`src/rtl/tile_load_scheduler.sv`:
```
// Round-robin arbiter in front of the single DRAM tile loader: grants one (addr, length)
// request at a time, forwards returned tiles to the winner and reports done or timeout.
module tile_load_scheduler #(
  parameter int NUM_REQ        = 2,
  parameter int TILE_WIDTH     = 256,
  parameter int TIMEOUT_CYCLES = 4096
) (
  input  logic                       clk,
  input  logic                       rst,
  input  logic [NUM_REQ-1:0]         req_valid,
  input  logic [NUM_REQ*24-1:0]      req_addr,
  input  logic [NUM_REQ*20-1:0]      req_length,
  output logic [NUM_REQ-1:0]         req_ready,
  output logic                       ld_valid_in,
  output logic [23:0]                ld_dram_addr,
  output logic [19:0]                ld_length,
  output logic                       ld_abort,
  input  logic [TILE_WIDTH-1:0]      ld_data_out,
  input  logic                       ld_tile_out,
  input  logic                       ld_valid_out,
  output logic [TILE_WIDTH-1:0]      tile_data,
  output logic [NUM_REQ-1:0]         tile_valid,
  output logic [NUM_REQ-1:0]         done,
  output logic [NUM_REQ-1:0]         error,
  output logic [$clog2(NUM_REQ)-1:0] grant_id,
  output logic [15:0]                tile_count,
  output logic                       busy,
  output logic [1:0]                 dbg_state
);

  localparam int GW = $clog2(NUM_REQ);
  localparam int TW = $clog2(TIMEOUT_CYCLES + 1);
  localparam logic [TW-1:0] TO_LAST = TW'(TIMEOUT_CYCLES - 1);

  // Handshakes: req_valid[i] is held with stable addr/length until the one-cycle
  // req_ready[i] pulse (the ISSUE cycle); the requester may drop it after that edge.
  typedef enum logic [1:0] {
    IDLE   = 2'd0,
    ISSUE  = 2'd1,
    WAIT   = 2'd2,
    FINISH = 2'd3
  } state_t;

  state_t             state, state_nx;
  logic [GW-1:0]      last_grant;
  logic [GW-1:0]      rr_winner;
  logic               rr_found;
  int                 rr_idx;
  logic [TW-1:0]      to_cnt;
  logic               strobe;
  logic               timeout_hit;
  logic [NUM_REQ-1:0] grant_mask;

  // Search starts just past the previous winner so every pending requester is served in turn.
  always_comb begin
    rr_found  = 1'b0;
    rr_winner = '0;
    rr_idx    = 0;
    for (int k = 0; k < NUM_REQ; k++) begin
      rr_idx = int'(last_grant) + 1 + k;
      if (rr_idx >= NUM_REQ) rr_idx = rr_idx - NUM_REQ;
      if (!rr_found && req_valid[GW'(rr_idx)]) begin
        rr_found  = 1'b1;
        rr_winner = GW'(rr_idx);
      end
    end
  end

  always_comb begin
    grant_mask           = '0;
    grant_mask[grant_id] = 1'b1;
  end

  assign strobe      = ld_tile_out | ld_valid_out;
  assign timeout_hit = (to_cnt == TO_LAST) && !strobe;

  always_ff @(posedge clk or posedge rst) begin
    if (rst) state <= IDLE;
    else     state <= state_nx;
  end

  always_comb begin
    state_nx    = state;
    ld_valid_in = 1'b0;
    req_ready   = '0;
    case (state)
      IDLE:   if (rr_found) state_nx = ISSUE;
      ISSUE: begin
        ld_valid_in = 1'b1;
        req_ready   = grant_mask;
        state_nx    = WAIT;
      end
      WAIT:   if (ld_valid_out || timeout_hit) state_nx = FINISH;
      FINISH: state_nx = IDLE;
      default: state_nx = IDLE;
    endcase
  end

  assign busy      = (state != IDLE);
  assign dbg_state = state;

  always_ff @(posedge clk or posedge rst) begin
    if (rst) begin
      last_grant   <= GW'(NUM_REQ - 1);
      grant_id     <= '0;
      ld_dram_addr <= '0;
      ld_length    <= '0;
      ld_abort     <= 1'b0;
      tile_data    <= '0;
      tile_valid   <= '0;
      done         <= '0;
      error        <= '0;
      tile_count   <= '0;
      to_cnt       <= '0;
    end else begin
      tile_valid <= '0;
      done       <= '0;
      error      <= '0;
      ld_abort   <= 1'b0;
      case (state)
        IDLE: begin
          if (rr_found) begin
            ld_dram_addr <= req_addr[24*rr_winner +: 24];
            ld_length    <= req_length[20*rr_winner +: 20];
            grant_id     <= rr_winner;
            tile_count   <= '0;
          end
        end
        ISSUE: begin
          last_grant <= grant_id;
          to_cnt     <= '0;
        end
        WAIT: begin
          if (ld_tile_out) begin
            tile_data  <= ld_data_out;
            tile_valid <= grant_mask;
            if (tile_count != 16'hFFFF) tile_count <= tile_count + 16'd1;
          end
          if (strobe) to_cnt <= '0;
          else        to_cnt <= to_cnt + TW'(1);
          // Completion wins over a timeout landing on the same cycle.
          if (ld_valid_out) begin
            done <= grant_mask;
          end else if (timeout_hit) begin
            error    <= grant_mask;
            ld_abort <= 1'b1;
          end
        end
        default: ;
      endcase
    end
  end

endmodule
```
`config.mk`:
```
export PLATFORM = sky130hd
export DESIGN_NAME = tile_load_scheduler
export DESIGN_NICKNAME = d
export VERILOG_FILES = /design/src/rtl/tile_load_scheduler.sv
export SDC_FILE = /design/constraint.sdc
export NUM_CORES = 1
export LEC_CHECK = 0
export BUFFER_PORTS_ARGS = -buffer_cell sky130_fd_sc_hd__buf_2
export CORE_AREA = 2 2 262 264
export DETAILED_ROUTE_END_ITERATION = 8
export DIE_AREA = 0 0 264 266
export GPL_ROUTABILITY_DRIVEN = 0
export PLACE_DENSITY_LB_ADDON = 0.25
export REMOVE_ABC_BUFFERS = 1
export SKIP_LAST_GASP = 1
export SYNTH_ARGS = -nofsm -noshare
export SYNTH_HDL_FRONTEND = slang
export SYNTH_SLANG_ARGS = --single-unit
```
`constraint.sdc`:
```
create_clock -name clk -period 25.9 [get_ports clk]
set_input_delay 0 -clock clk [delete_from_list [all_inputs] [get_ports clk]]
set_output_delay 0 -clock clk [all_outputs]
set_load 0.005 [all_outputs]
```
==> results.txt, run 1 <==
----------------------------------------------------
[Timing]
  Number of hold violations in the final report ... 0
  Maximum operating frequency ... 278 MHz
  Total negative setup slack ... 0 ns
  Hold Worst Slack ... 0.169 ns
  Pin slew with the least headroom to its limit ... 1.19 ns
  Worst Clk Skew ... 0.0112 ns
  RSZ-0062 raised after global routing ... false
  Portion of the clock cycle consumed by the worst path in the final layout ... 13.9%
  Final worst-path setup slack ... 22.30 ns
  Worst relative slew slack ... 20.4%
  Final number of setup-violating endpoints ... 0
  Final Max Tran Viols ... 0
  Final critical path time including I/O delays and setup ... 3.60 ns

[Route]
  Number of vias per cell after detailed routing ... 3.98
  Via Count ... 11,464
  Final antenna-violating net count ... 0
  Count of routing violations after the opening detailed-route iteration ... 401
  Detailed-routing iteration count for the pre-antenna-repair pass ... 6
  Total length of routed wires ... 46,000 um
  Number of remaining DRC errors ... 0
  Average wire per cell in the routed design ... 16.0 um

[Logic synthesis]
  Main combinational cell family by area after synthesis ... multiplexers
  Adder-Cell Fraction of Synth Area ... 0.556%
  Fraction of synthesis flops using an asynchronous set or reset pin ... 100%
  Top FF cell, synth ... dfrtp_1
  Flops & latches, synth ... 340
  Number of enable-type register cells in the synthesized netlist ... 0
  Cell count after synthesis ... 948
  Basic-gate share of the synthesized area counting and, or, nand and nor cells ... 5.01%
  Synthesized-area fraction occupied by ao, oa, aoi and oai cells ... 3.78%
  XOR/XNOR share of the synthesized area ... 0.519%
  Post-synth cell types ... 46
  Sequential element share of the synthesized area ... 63.0%
  Combined area of all synthesized cells ... 13,500 um^2
  Count of warnings emitted by yosys ... 0
  Mean area per synthesized cell ... 14.2 um^2
  Multiplexer area fraction after synthesis ... 25.0%

[Floorplanning]
  Die Footprint ... 70,200 um^2
  Core Area ... 67,700 um^2
  I/O pin total ... 680
  Die outline width ... 264 um
  Standard-cell row count ... 96
  Die height ... 266 um
  Initial core utilization ... 19.9%

[Worst setup path]
  Required time worst endpoint ... 26.32 ns
  Beginning of the worst register-to-register path ... dbg_state[0]$_DFFE_PP0P_
  Worst setup slack for register-to-register paths ... 22.30 ns
  CP Launch Type ... register
  Critical Setup Path Class ... register to register
  CP startpoint ... dbg_state[0]$_DFFE_PP0P_
  Maximum fanout along the worst path ... 77
  Kind of end point of the critical path ... register
  Arrival time of the worst setup path ... 4.02 ns
  Depth of the most critical reg-to-reg path ... 5
  Critical register-to-register path endpoint ... tile_data[207]$_DFFE_PP0P_
  Endpoint of the most critical setup path ... tile_data[207]$_DFFE_PP0P_

[Final layout]
  Filler-free cell count of the finished design ... 2,882
  Ratio of cells with drive above 1 in the final layout ... 50.8%
  Area added between synthesis and finish ... 67.2%
  Number of nets in the final layout ... 2,326

[Clocking]
  CTS Buffer Depth ... 3
  Root cell of the clock tree ... clkbuf_16
  Worst-skew pair later-pin latency ... 0.54 ns
  Total number of clock tree sinks ... 340
  Buffer count from post-CTS setup fixing ... 0
  H-tree levels ... 2
  Cts bufs inserted ... 39
  Clock tree from TritonCTS ... done
  Clock transition at the register clock pins on the worst setup and hold paths after CTS ... 0.06 ns

[Power and ir drop]
  Areal power density over the cells ... 103 nW/um^2
  Lkg Pwr ... 10.7 nW
  Worst VDD drop ... 0.0445 mV

[Job]
  Max cap viols ... 0

[GRT]
  Via count of the first global-routing pass ... 12,229
  Overall track demand over capacity in global routing ... 12.7%
  Number of antenna violations at the first check in global routing ... 6
  Largest net degree at the start of global routing ... 155
  Global-route wire length before repair ... 70,000 um
  Overall overflow remaining after global route ... 0

[Place]
  Number of port buffers ... 678
  HPWL Detailed ... 32,700 um
  Placed cell count ... 2,463
  Post-place setup slack ... 22.23 ns

[Status]
  Status ... finished, final reports clean

[Min path]
  Kind of path behind the tightest hold check ... input pin to async pin

----------------------------------------------------
## worst min-delay path by stage
| stage | cells past startpoint | slack (ns) | to | start |
|---|---|---|---|---|
| 2_1_floorplan | 2 | 0.12 | done[0]$_DFF_PP0_ | ld_valid_out |
| 3_3_place_gp | 2 | 0.23 | tile_data[103]$_DFFE_PP0P_ | ld_data_out[103] |
| 3_5_place_dp | 2 | 0.24 | tile_data[20]$_DFFE_PP0P_ | ld_data_out[20] |
| 4_1_cts | 3 | 0.17 | tile_data[46]$_DFFE_PP0P_ | ld_data_out[46] |
| 5_1_grt | 3 | 0.19 | tile_data[234]$_DFFE_PP0P_ | ld_data_out[234] |
| 6_report | 3 | 0.17 | tile_data[47]$_DFFE_PP0P_ | rst |
## where the power goes
group          total [mW]  switching [mW]  leakage, nW  internal (mW)
registers           0.904           0.126         4.12          0.778
clock network       0.539           0.219        0.610          0.320
logic               0.884           0.395         5.95          0.489
total                2.33           0.739         10.7           1.59
## cells by family (layout without fill, tap and decap cells)
logic type               after synthesis  after routing
AO/OA/AOI/OAI                         86             86
XOR/XNOR                               8              8
adder cells (fa/ha/maj)                6              6
buffers and inverters                 60           1108
flip-flops                           340            340
multiplexers                         305            305
other                                  0              4
AND/OR/NAND/NOR                      143            143
## cell usage in the layout (no fill, tap or decap), types with 6 or more instances in the layout
master	n
buf_2	678
dlygate4sd3_1	348
dfrtp_1	339
mux2_2	260
nand2_1	64
o21ai_0	56
mux2i_1	45
clkbuf_16	41
nor2_1	19
nand3_1	14
clkbuf_1	12
clkbuf_8	11
inv_1	8
o21ai_1	7
nand4_1	6
ha_1	6
## state kept, by name, summed over array words and instances (netlist names), 2 cells and up
| signal | flops |
|---|---|
| ld_length | 20 |
| ld_dram_addr | 24 |
| dbg_state | 2 |
| tile_data | 256 |
| done | 2 |
| tile_count | 16 |
| error | 2 |
| tile_valid | 2 |
| to_cnt | 13 |
## worst max-delay path, stage by stage, from the launching register on
cell     delay [ns]
dfrtp_1        0.40
inv_1          0.12
ha_1           0.80
and2_4         0.74
buf_4          0.88
mux2_2         0.42
## routing by layer
layer / routed length [um] / share of wire [%] / track usage (%)
met5: 27 / 0.059 / 0
met4: 1630 / 3.5 / 4.71
met3: 3440 / 7.5 / 3.83
met2: 23100 / 50 / 22.8
met1: 17800 / 39 / 14.0
## metrics by stage
stage / area, um^2 / power (mW) / util, %
detailed placement: 17800 / 1.75 / 26.3
global placement: 17800 / 1.73 / 26.3
global route: 22600 / 2.48 / 33.3
finish: 22600 / 2.33 / 33.3
floorplan: 13300 / 1.36 / -
CTS: 22600 / 2.37 / 33.3
## Yosys cell counts (all sizes together), types with 2 or more instances
cell type | instances | area, um^2
mux2 | 260 | 2930
nor2b | 4 | 25.0
a21oi | 2 | 10.0
or2 | 2 | 12.5
nor2 | 19 | 71.3
a22o | 7 | 63.8
buf | 35 | 184
nand3 | 15 | 80.1
dfrtp | 339 | 8480
clkbuf | 16 | 60.1
a21o | 2 | 16.3
mux2i | 45 | 450
or3 | 4 | 25.0
o31ai | 4 | 30.0
xor2 | 5 | 43.8
and3 | 4 | 26.3
inv | 9 | 33.8
nand2b | 5 | 31.3
and4 | 2 | 17.5
xnor2 | 3 | 26.3
ha | 6 | 75.1
nor4 | 4 | 25.0
nand4 | 6 | 37.5
and2 | 7 | 45.1
nor3 | 4 | 20.0
nand2 | 65 | 244
o21ai | 64 | 332
or4 | 2 | 15.0
## cell type report
class	instances	area (um^2)
clock buffers	64	1220
inverters	9	41.3
clock inverters	3	15.0
diodes	4	10.0
well taps	882	1100
flip-flops and latches	340	8510
repair buffers	1032	6950
multi-input cells	548	4710
fillers	6802	45200
## repair_timing
item | in CTS | in global routing
gates resized for setup | 0 | 0
endpoints found under the hold margin | 422 | 0
setup endpoints to repair | 0 | 0
hold buffers | 348 | 0
No activity file was read; power rests on OpenSTA's default activity.
==> run 2, diff against run 1 <==
CORE_AREA = 2 2 263 265   (was 2 2 262 264)
DIE_AREA = 0 0 265 267   (was 0 0 264 266)
clock period = 3.4 ns   (was 25.9 ns; I/O delays follow)
==> results.txt, run 2 (same netlist as run 1, synthesis figures left out) <==
----------------------------------------------------
[Status]
  Status ... finished, final reports clean

[Timing]
  Final worst-path setup slack ... 1.06 ns (-21.24 ns)
  Worst Clk Skew ... 0.0191 ns (+0.00790 ns)
  Pin slew with the least headroom to its limit ... 0.838 ns (-0.357 ns)
  RSZ-0062 raised after global routing ... false
  Final number of setup-violating endpoints ... 0 (unchanged)
  Hold Worst Slack ... 0.155 ns (-0.0139 ns)
  Final Max Tran Viols ... 0 (unchanged)
  Portion of the clock cycle consumed by the worst path in the final layout ... 68.8% (+55 points)
  Final critical path time including I/O delays and setup ... 2.34 ns (-1.26 ns)
  Maximum operating frequency ... 427 MHz (+54%)
  Worst relative slew slack ... 44.0% (+24 points)
  Number of hold violations in the final report ... 0 (unchanged)

[Worst setup path]
  Maximum fanout along the worst path ... 25 (-68%)
  Arrival time of the worst setup path ... 2.76 ns (-1.26 ns)
  Maximum single-stage delay on the critical path ... 1.01 ns (+0.13 ns)
  Critical Setup Path Class ... register to register
  Ordered cell list for the critical path ... buf_12 -> mux2i_1 -> dlygate4sd3_1 -> o21ai_0
  CP Launch Type ... register
  Required time worst endpoint ... 3.82 ns (-22.50 ns)
  Cell type of the slowest stage on the worst timing path ... dfstp_2
  Kind of end point of the critical path ... register

[Final layout]
  Post-layout util ... 33.7% (+0.38 points)
  Commonest non-fill, non-tap cell in the layout ... buf_2
  Fill cell total of the finished layout ... 6,778 (-0.35%)
  Register with the most flip-flops ... tile_data
  Filler-free cell count of the finished design ... 2,903 (+0.73%)
  Registers with the highest flip-flop counts ... tile_data: 256 flops, ld_dram_addr: 24 flops, ld_length: 20 flops
  Ratio of cells with drive above 1 in the final layout ... 51.3% (+0.51 points)
  Commonest non-fill, non-tap cells in the layout ... buf_2, dlygate4sd3_1, dfrtp_1, mux2_2, nand2_1
  Sequential Area ... 8510 um^2 (unchanged)
  Number of nets in the final layout ... 2,342 (+0.69%)
  Area of combinational cells with multiple inputs ... 4710 um^2 (unchanged)
  Area added between synthesis and finish ... 69.7%
  Number of flip-flops in the largest register ... 256 (unchanged)

[Power and ir drop]
  Post-route total power ... 18.2 mW (+680%)
  Areal power density over the cells ... 797 nW/um^2 (+670%)
  Switch Pwr ... 5.75 mW (+680%)
  Lkg Pwr ... 10.8 nW (+1.5%)
  Share of power burned in combinational logic ... 36.8% (-1.2 points)
  Cell internal pwr ... 12.5 mW (+690%)
  Worst VDD drop ... 0.373 mV (+740%)
  Clock share of power ... 25.2% (+2.0 points)
  Share of total power in sequential cells ... 38.1% (-0.8 points)
  Switching Share ... 31.5% (-0.27 points)

[Floorplanning]
  Die Footprint ... 70,800 um^2 (+0.76%)
  Core Area ... 68,000 um^2 (+0.35%)
  Standard-cell row count ... 96 (unchanged)
  Initial core utilization ... 19.9% (-0.070 points)
  Die outline width ... 265 um (+0.38%)
  I/O pin total ... 680 (unchanged)
  Die height ... 267 um (+0.38%)

[Route]
  Average wire per cell in the routed design ... 16.2 um (+1.6%)
  Count of routing violations after the opening detailed-route iteration ... 322 (-20%)
  Detailed-routing iteration count for the pre-antenna-repair pass ... 5 (-1)
  Number of remaining DRC errors ... 0 (unchanged)
  Number of vias per cell after detailed routing ... 3.96 (-0.45%)
  Via Count ... 11,495 (+0.27%)
  Total length of routed wires ... 47,100 um (+2.4%)
  Sum of routed wire segments on met1 ... 17,700 um (-0.78%)
  Top sig layer ... met5
  Total length of routed met2 wires ... 23,300 um (+1.0%)
  Met3 Routed Length ... 3970 um (+15%)
  Final antenna-violating net count ... 0 (unchanged)

[Place]
  Placed cell count ... 2,476 (+0.53%)
  Post-place setup slack ... 1.11 ns (-21.12 ns)
  Number of port buffers ... 678 (unchanged)
  HPWL Detailed ... 34,000 um (+4.0%)

[Job]
  Max cap viols ... 0 (unchanged)

[Clocking]
  Buffer count from post-CTS setup fixing ... 0 (unchanged)
  Clock transition at the register clock pins on the worst setup and hold paths after CTS ... 0.06 ns (about the same)
  Root cell of the clock tree ... clkbuf_16
  Total number of clock tree sinks ... 340 (unchanged)
  Cts bufs inserted ... 42 (+7.7%)
  Clock tree from TritonCTS ... done
  CTS Buffer Depth ... 3 (unchanged)
  H-tree levels ... 2 (unchanged)
  Worst-skew pair later-pin latency ... 0.56 ns (+0.02 ns)

[GRT]
  Largest net degree at the start of global routing ... 105 (-32%)
  Via count of the first global-routing pass ... 12,096 (-1.1%)
  Global-route wire length before repair ... 69,900 um (-0.17%)
  Overall track demand over capacity in global routing ... 12.7% (+0.055 points)
  Number of antenna violations at the first check in global routing ... 8 (+2)
  Overall overflow remaining after global route ... 0 (unchanged)

[Min path]
  Kind of path behind the tightest hold check ... input pin to async pin

----------------------------------------------------
-- run 2: area by class of cell --
class	instances	area share, %
inverters	9	0.180
well taps	882	4.82
multi-input cells	548	20.6
repair buffers	1045	31.0
clock inverters	9	0.667
diodes	4	0.0437
clock buffers	66	5.56
flip-flops and latches	340	37.2
-- run 2: per-stage QoR --
step / TNS (ns) / area (um^2)
after floorplan: -3278.72 / 13300
after global placement: 0 / 18000
after detailed placement: 0 / 18000
after CTS: 0 / 22900
after global routing: 0 / 22900
final: 0 / 22900
-- run 2: path summary, 6_finish.rpt --
path	startpoint	endpoint	slack, ns	depth (start not counted)
worst max-delay path	last_grant$_DFFE_PP1P_	ld_length[7]$_DFFE_PP0P_	1.06	4
worst min-delay path	rst	tile_data[104]$_DFFE_PP0P_	0.15	3
worst max register to register	last_grant$_DFFE_PP1P_	ld_length[7]$_DFFE_PP0P_	1.06	4
worst min register to register	ld_dram_addr[7]$_DFFE_PP0P_	ld_dram_addr[7]$_DFFE_PP0P_	0.47	2
max in group asynchronous	rst	ld_length[13]$_DFFE_PP0P_	2.29	5
min in group clk	ld_data_out[177]	tile_data[177]$_DFFE_PP0P_	0.20	3
-- run 2: power by group through the flow --
stage	Sequential [mW]	Clock, mW	Combinational [mW]
3_5_place_dp	7.00	0	6.38
5_1_grt	7.21	4.93	7.31
2_1_floorplan	7.17	0	3.20
4_1_cts	6.96	4.78	6.87
3_3_place_gp	6.94	0	6.31
6_report	6.95	4.59	6.71
-- run 2: metal layers --
metal	vias to the layer above	global-route usage, %
met1	5505	13.6
met3	91	4.53
li1	5424	-
met4	8	5.70
met5	-	0
met2	467	22.6
-- run 2: timing repair --
action                                 CTS  global route
endpoints found under the hold margin  405             0
resized for setup                        0             0
hold buffers                           348             0
-- run 2: critical path: cells and delay by family (launching register included) --
family                 cells  cell delay, ns
AO/OA/AOI/OAI              1            0.07
buffers and inverters      2            0.87
flip-flops                 1            1.01
multiplexers               1            0.23
==> run 3, diff against run 2 <==
ABC_AREA = 1   (was unset)
CORE_AREA = 2 2 262 264   (was 2 2 263 265)
DIE_AREA = 0 0 264 266   (was 0 0 265 267)
clock period = 2.35 ns   (was 3.4 ns; I/O delays follow)
==> results.txt, run 3 <==
----------------------------------------------------
[Status]
  Status ... finished, final reports clean

[GRT]
  Overall overflow remaining after global route ... 0 (unchanged)
  Via count of the first global-routing pass ... 13,509 (+12%)
  Number of antenna violations at the first check in global routing ... 5 (-3)
  Overall track demand over capacity in global routing ... 14.4% (+1.6 points)
  Largest net degree at the start of global routing ... 72 (-31%)
  Global-route wire length before repair ... 79,400 um (+14%)

[Power and ir drop]
  Post-route total power ... 28.4 mW (+56%)
  Areal power density over the cells ... 1190 nW/um^2 (+49%)
  Worst VDD drop ... 0.602 mV (+61%)
  Lkg Pwr ... 12.1 nW (+12%)

[Logic synthesis]
  List of most frequent post-synthesis cells ... dfrtp_1, mux2_4, nand2_1
  Cell count after synthesis ... 1,053 (+11%)
  Most area-hungry cell type in the Yosys netlist ... dfrtp_1
  Number of enable-type register cells in the synthesized netlist ... 0 (unchanged)
  Most repeated cell in the gate-level netlist after synthesis ... dfrtp_1
  Top FF cell, synth ... dfrtp_1
  Mean area per synthesized cell ... 13.8 um^2 (-3.2%)
  Largest cells by area after synthesis ... dfrtp_1, mux2_4, mux2_2, nand2_1, buf_6
  Sequential element share of the synthesized area ... 58.7% (-4.4 points)
  Count of warnings emitted by yosys ... 0 (unchanged)
  Combined area of all synthesized cells ... 14,500 um^2 (+7.5%)
  Post-synth top area share ... 58.5% (-4.4 points)
  Flops & latches, synth ... 340 (unchanged)
  Post-synth cell types ... 32 (-30%)
  Fraction of synthesis flops using an asynchronous set or reset pin ... 100% (unchanged)

[Route]
  Via Count ... 12,398 (+7.9%)
  Detailed-routing iteration count for the pre-antenna-repair pass ... 5 (unchanged)
  Count of routing violations after the opening detailed-route iteration ... 510 (+58%)
  Number of remaining DRC errors ... 0 (unchanged)
  Average wire per cell in the routed design ... 17.2 um (+6.1%)
  Final antenna-violating net count ... 0 (unchanged)
  Number of vias per cell after detailed routing ... 4.10 (+3.6%)
  Total length of routed wires ... 52,000 um (+10%)

[Timing]
  Number of hold violations in the final report ... 0 (unchanged)
  Final Max Tran Viols ... 0 (unchanged)
  Pin slew with the least headroom to its limit ... 0.568 ns (-0.269 ns)
  Final critical path time including I/O delays and setup ... 2.21 ns (-0.131 ns)
  Maximum operating frequency ... 453 MHz (+5.9%)
  RSZ-0062 raised after global routing ... true
  Hold Worst Slack ... 0.0757 ns (-0.0789 ns)
  Portion of the clock cycle consumed by the worst path in the final layout ... 94.0% (+25 points)
  Worst Clk Skew ... 0.0155 ns (-0.00354 ns)
  Worst relative slew slack ... 61.7% (+18 points)
  Final number of setup-violating endpoints ... 0 (unchanged)

[Worst setup path]
  Beginning of the worst register-to-register path ... dbg_state[1]$_DFFE_PP0P_
  Required time worst endpoint ... 2.83 ns (-0.99 ns)
  Maximum single-stage delay on the critical path ... 0.56 ns (-0.45 ns)
  CP startpoint ... dbg_state[1]$_DFFE_PP0P_
  Cell type of the slowest stage on the worst timing path ... dlygate4sd3_1
  Ordered cell list for the critical path ... inv_1 -> ha_2 -> nand2_1 -> inv_2 -> buf_4 -> o21ai_0 -> o21ai_1 -> dlygate4sd3_1
  Crit path buf inv count ... 4 (+2)
  Arrival time of the worst setup path ... 2.69 ns (-0.07 ns)
  Kind of end point of the critical path ... register
  CP Launch Type ... register
  Maximum fanout along the worst path ... 15 (-40%)
  Category of cells accounting for the largest share of critical-path delay ... buffers and inverters
  Critical Setup Path Class ... register to register

[Final layout]
  Ratio of cells with drive above 1 in the final layout ... 49.4% (-1.8 points)
  Commonest non-fill, non-tap cells in the layout ... buf_2, dlygate4sd3_1, dfrtp_1, mux2_4, nand2_1
  Registers with the highest flip-flop counts ... tile_data: 256 flops, ld_dram_addr: 24 flops, ld_length: 20 flops
  Number of flip-flops in the largest register ... 256 (unchanged)
  Area added between synthesis and finish ... 64.8%
  Register with the most flip-flops ... tile_data
  Commonest non-fill, non-tap cell in the layout ... buf_2
  Number of nets in the final layout ... 2,462 (+5.1%)

[Floorplanning]
  Core Area ... 67,700 um^2 (-0.35%)
  Die outline width ... 264 um (-0.38%)
  Die height ... 266 um (-0.37%)
  I/O pin total ... 680 (unchanged)
  Initial core utilization ... 21.4% (+1.6 points)
  Standard-cell row count ... 96 (unchanged)
  Die Footprint ... 70,200 um^2 (-0.75%)

[Clocking]
  CTS Buffer Depth ... 3 (unchanged)
  H-tree levels ... 2 (unchanged)
  Cts bufs inserted ... 41 (-2.4%)
  Clock transition at the register clock pins on the worst setup and hold paths after CTS ... 0.06 ns (about the same)
  Buffer count from post-CTS setup fixing ... 0 (unchanged)
  Clock tree from TritonCTS ... done
  Total number of clock tree sinks ... 340 (unchanged)
  Worst-skew pair later-pin latency ... 0.56 ns (about the same)
  Root cell of the clock tree ... clkbuf_16

[Min path]
  Kind of path behind the tightest hold check ... input pin to async pin

[Place]
  HPWL Detailed ... 37,600 um (+11%)
  Number of port buffers ... 678 (unchanged)

[Job]
  Max cap viols ... 0 (unchanged)

----------------------------------------------------
run 3: changes by cell type in the layout (fill, tap and decap cells not counted), sizes merged, moves of 17 or more:
cell	before	now
mux2i	45	0
a21oi	2	31
o21ai	64	82
inv	10	33
nand2	65	130
o211ai	1	21
nor2	19	57
buf	697	714
run 3: worst reg2reg max path, delay by kind of cell (launching register included):
| family | cells | cell delay (ns) |
|---|---|---|
| and+or+nand+nor | 1 | 0.11 |
| AOI/OAI and AO/OA | 2 | 0.26 |
| adders and majority gates | 1 | 0.26 |
| buffers and inverters | 4 | 1.09 |
| DFF | 1 | 0.42 |
run 3: worst paths after layout:
path	endpoint	slack (ns)	cells after the start
setup reg to reg	ld_length[3]$_DFFE_PP0P_	0.14	8
min in group clk	ld_length[9]$_DFFE_PP0P_	0.08	4
hold reg to reg	tile_data[73]$_DFFE_PP0P_	0.49	1
hold / removal	tile_count[3]$_DFFE_PP0P_	0.08	3
max in group asynchronous	tile_data[222]$_DFFE_PP0P_	1.40	4
setup / recovery	ld_length[3]$_DFFE_PP0P_	0.14	8
run 3: per-stage QoR:
step                       TNS, ns  std cells  area [um^2]  setup WS (ns)  util, %
after floorplan           -3386.33       1001        14100          -7.07        -
after global placement           0       2597        19000          0.436     28.1
after detailed placement         0       2597        19000          0.370     28.1
after CTS                        0       3017        23900         0.0331     35.3
after global routing       -0.0116       3019        23900        -0.0116     35.3
final                            0       3021        23900          0.142     35.3
run 3: layer usage:
layer  vias to the layer above  wire length (um)  part of all wire (%)  track usage [%]
met5                         -                14                 0.027                0
met4                         2              2340                   4.5             6.66
met3                       125              3730                   7.2             4.18
met2                       515             26100                    50             25.7
met1                      6031             19800                    38             15.6
li1                       5725                 -                     -                -
run 3: cell families (layout without fill, tap and decap cells):
logic type,after synthesis,count (layout),synth area share [%]
compound gates,136,136,5.25
xor+xnor,11,11,0.664
fa+ha+maj,6,6,0.517
buf+inv,83,1165,3.66
flops,340,340,58.7
mux,256,256,25.0
other cells,0,4,0
simple gates,221,221,6.21
run 3: repair_timing:
action,in CTS,in global routing
setup endpoints to repair,0,19
hold buffers,348,0
resized for setup,0,3
endpoints found under the hold margin,494,0
run 3: cell type report:
| cell class | count | area, um^2 |
|---|---|---|
| inverters | 31 | 124 |
| multi-input cells | 630 | 5480 |
| repair buffers | 1062 | 7290 |
| clock buffers | 59 | 1210 |
| clock inverters | 13 | 173 |
| fillers | 6684 | 43800 |
| diodes | 4 | 10.0 |
| well taps | 882 | 1100 |
| flip-flops and latches | 340 | 8510 |
run 3: power by group:
part | internal [mW] | switching, mW
sequential | 8.59 | 1.56
combinational | 6.84 | 4.89
clock | 3.92 | 2.61
total | 19.4 | 9.06
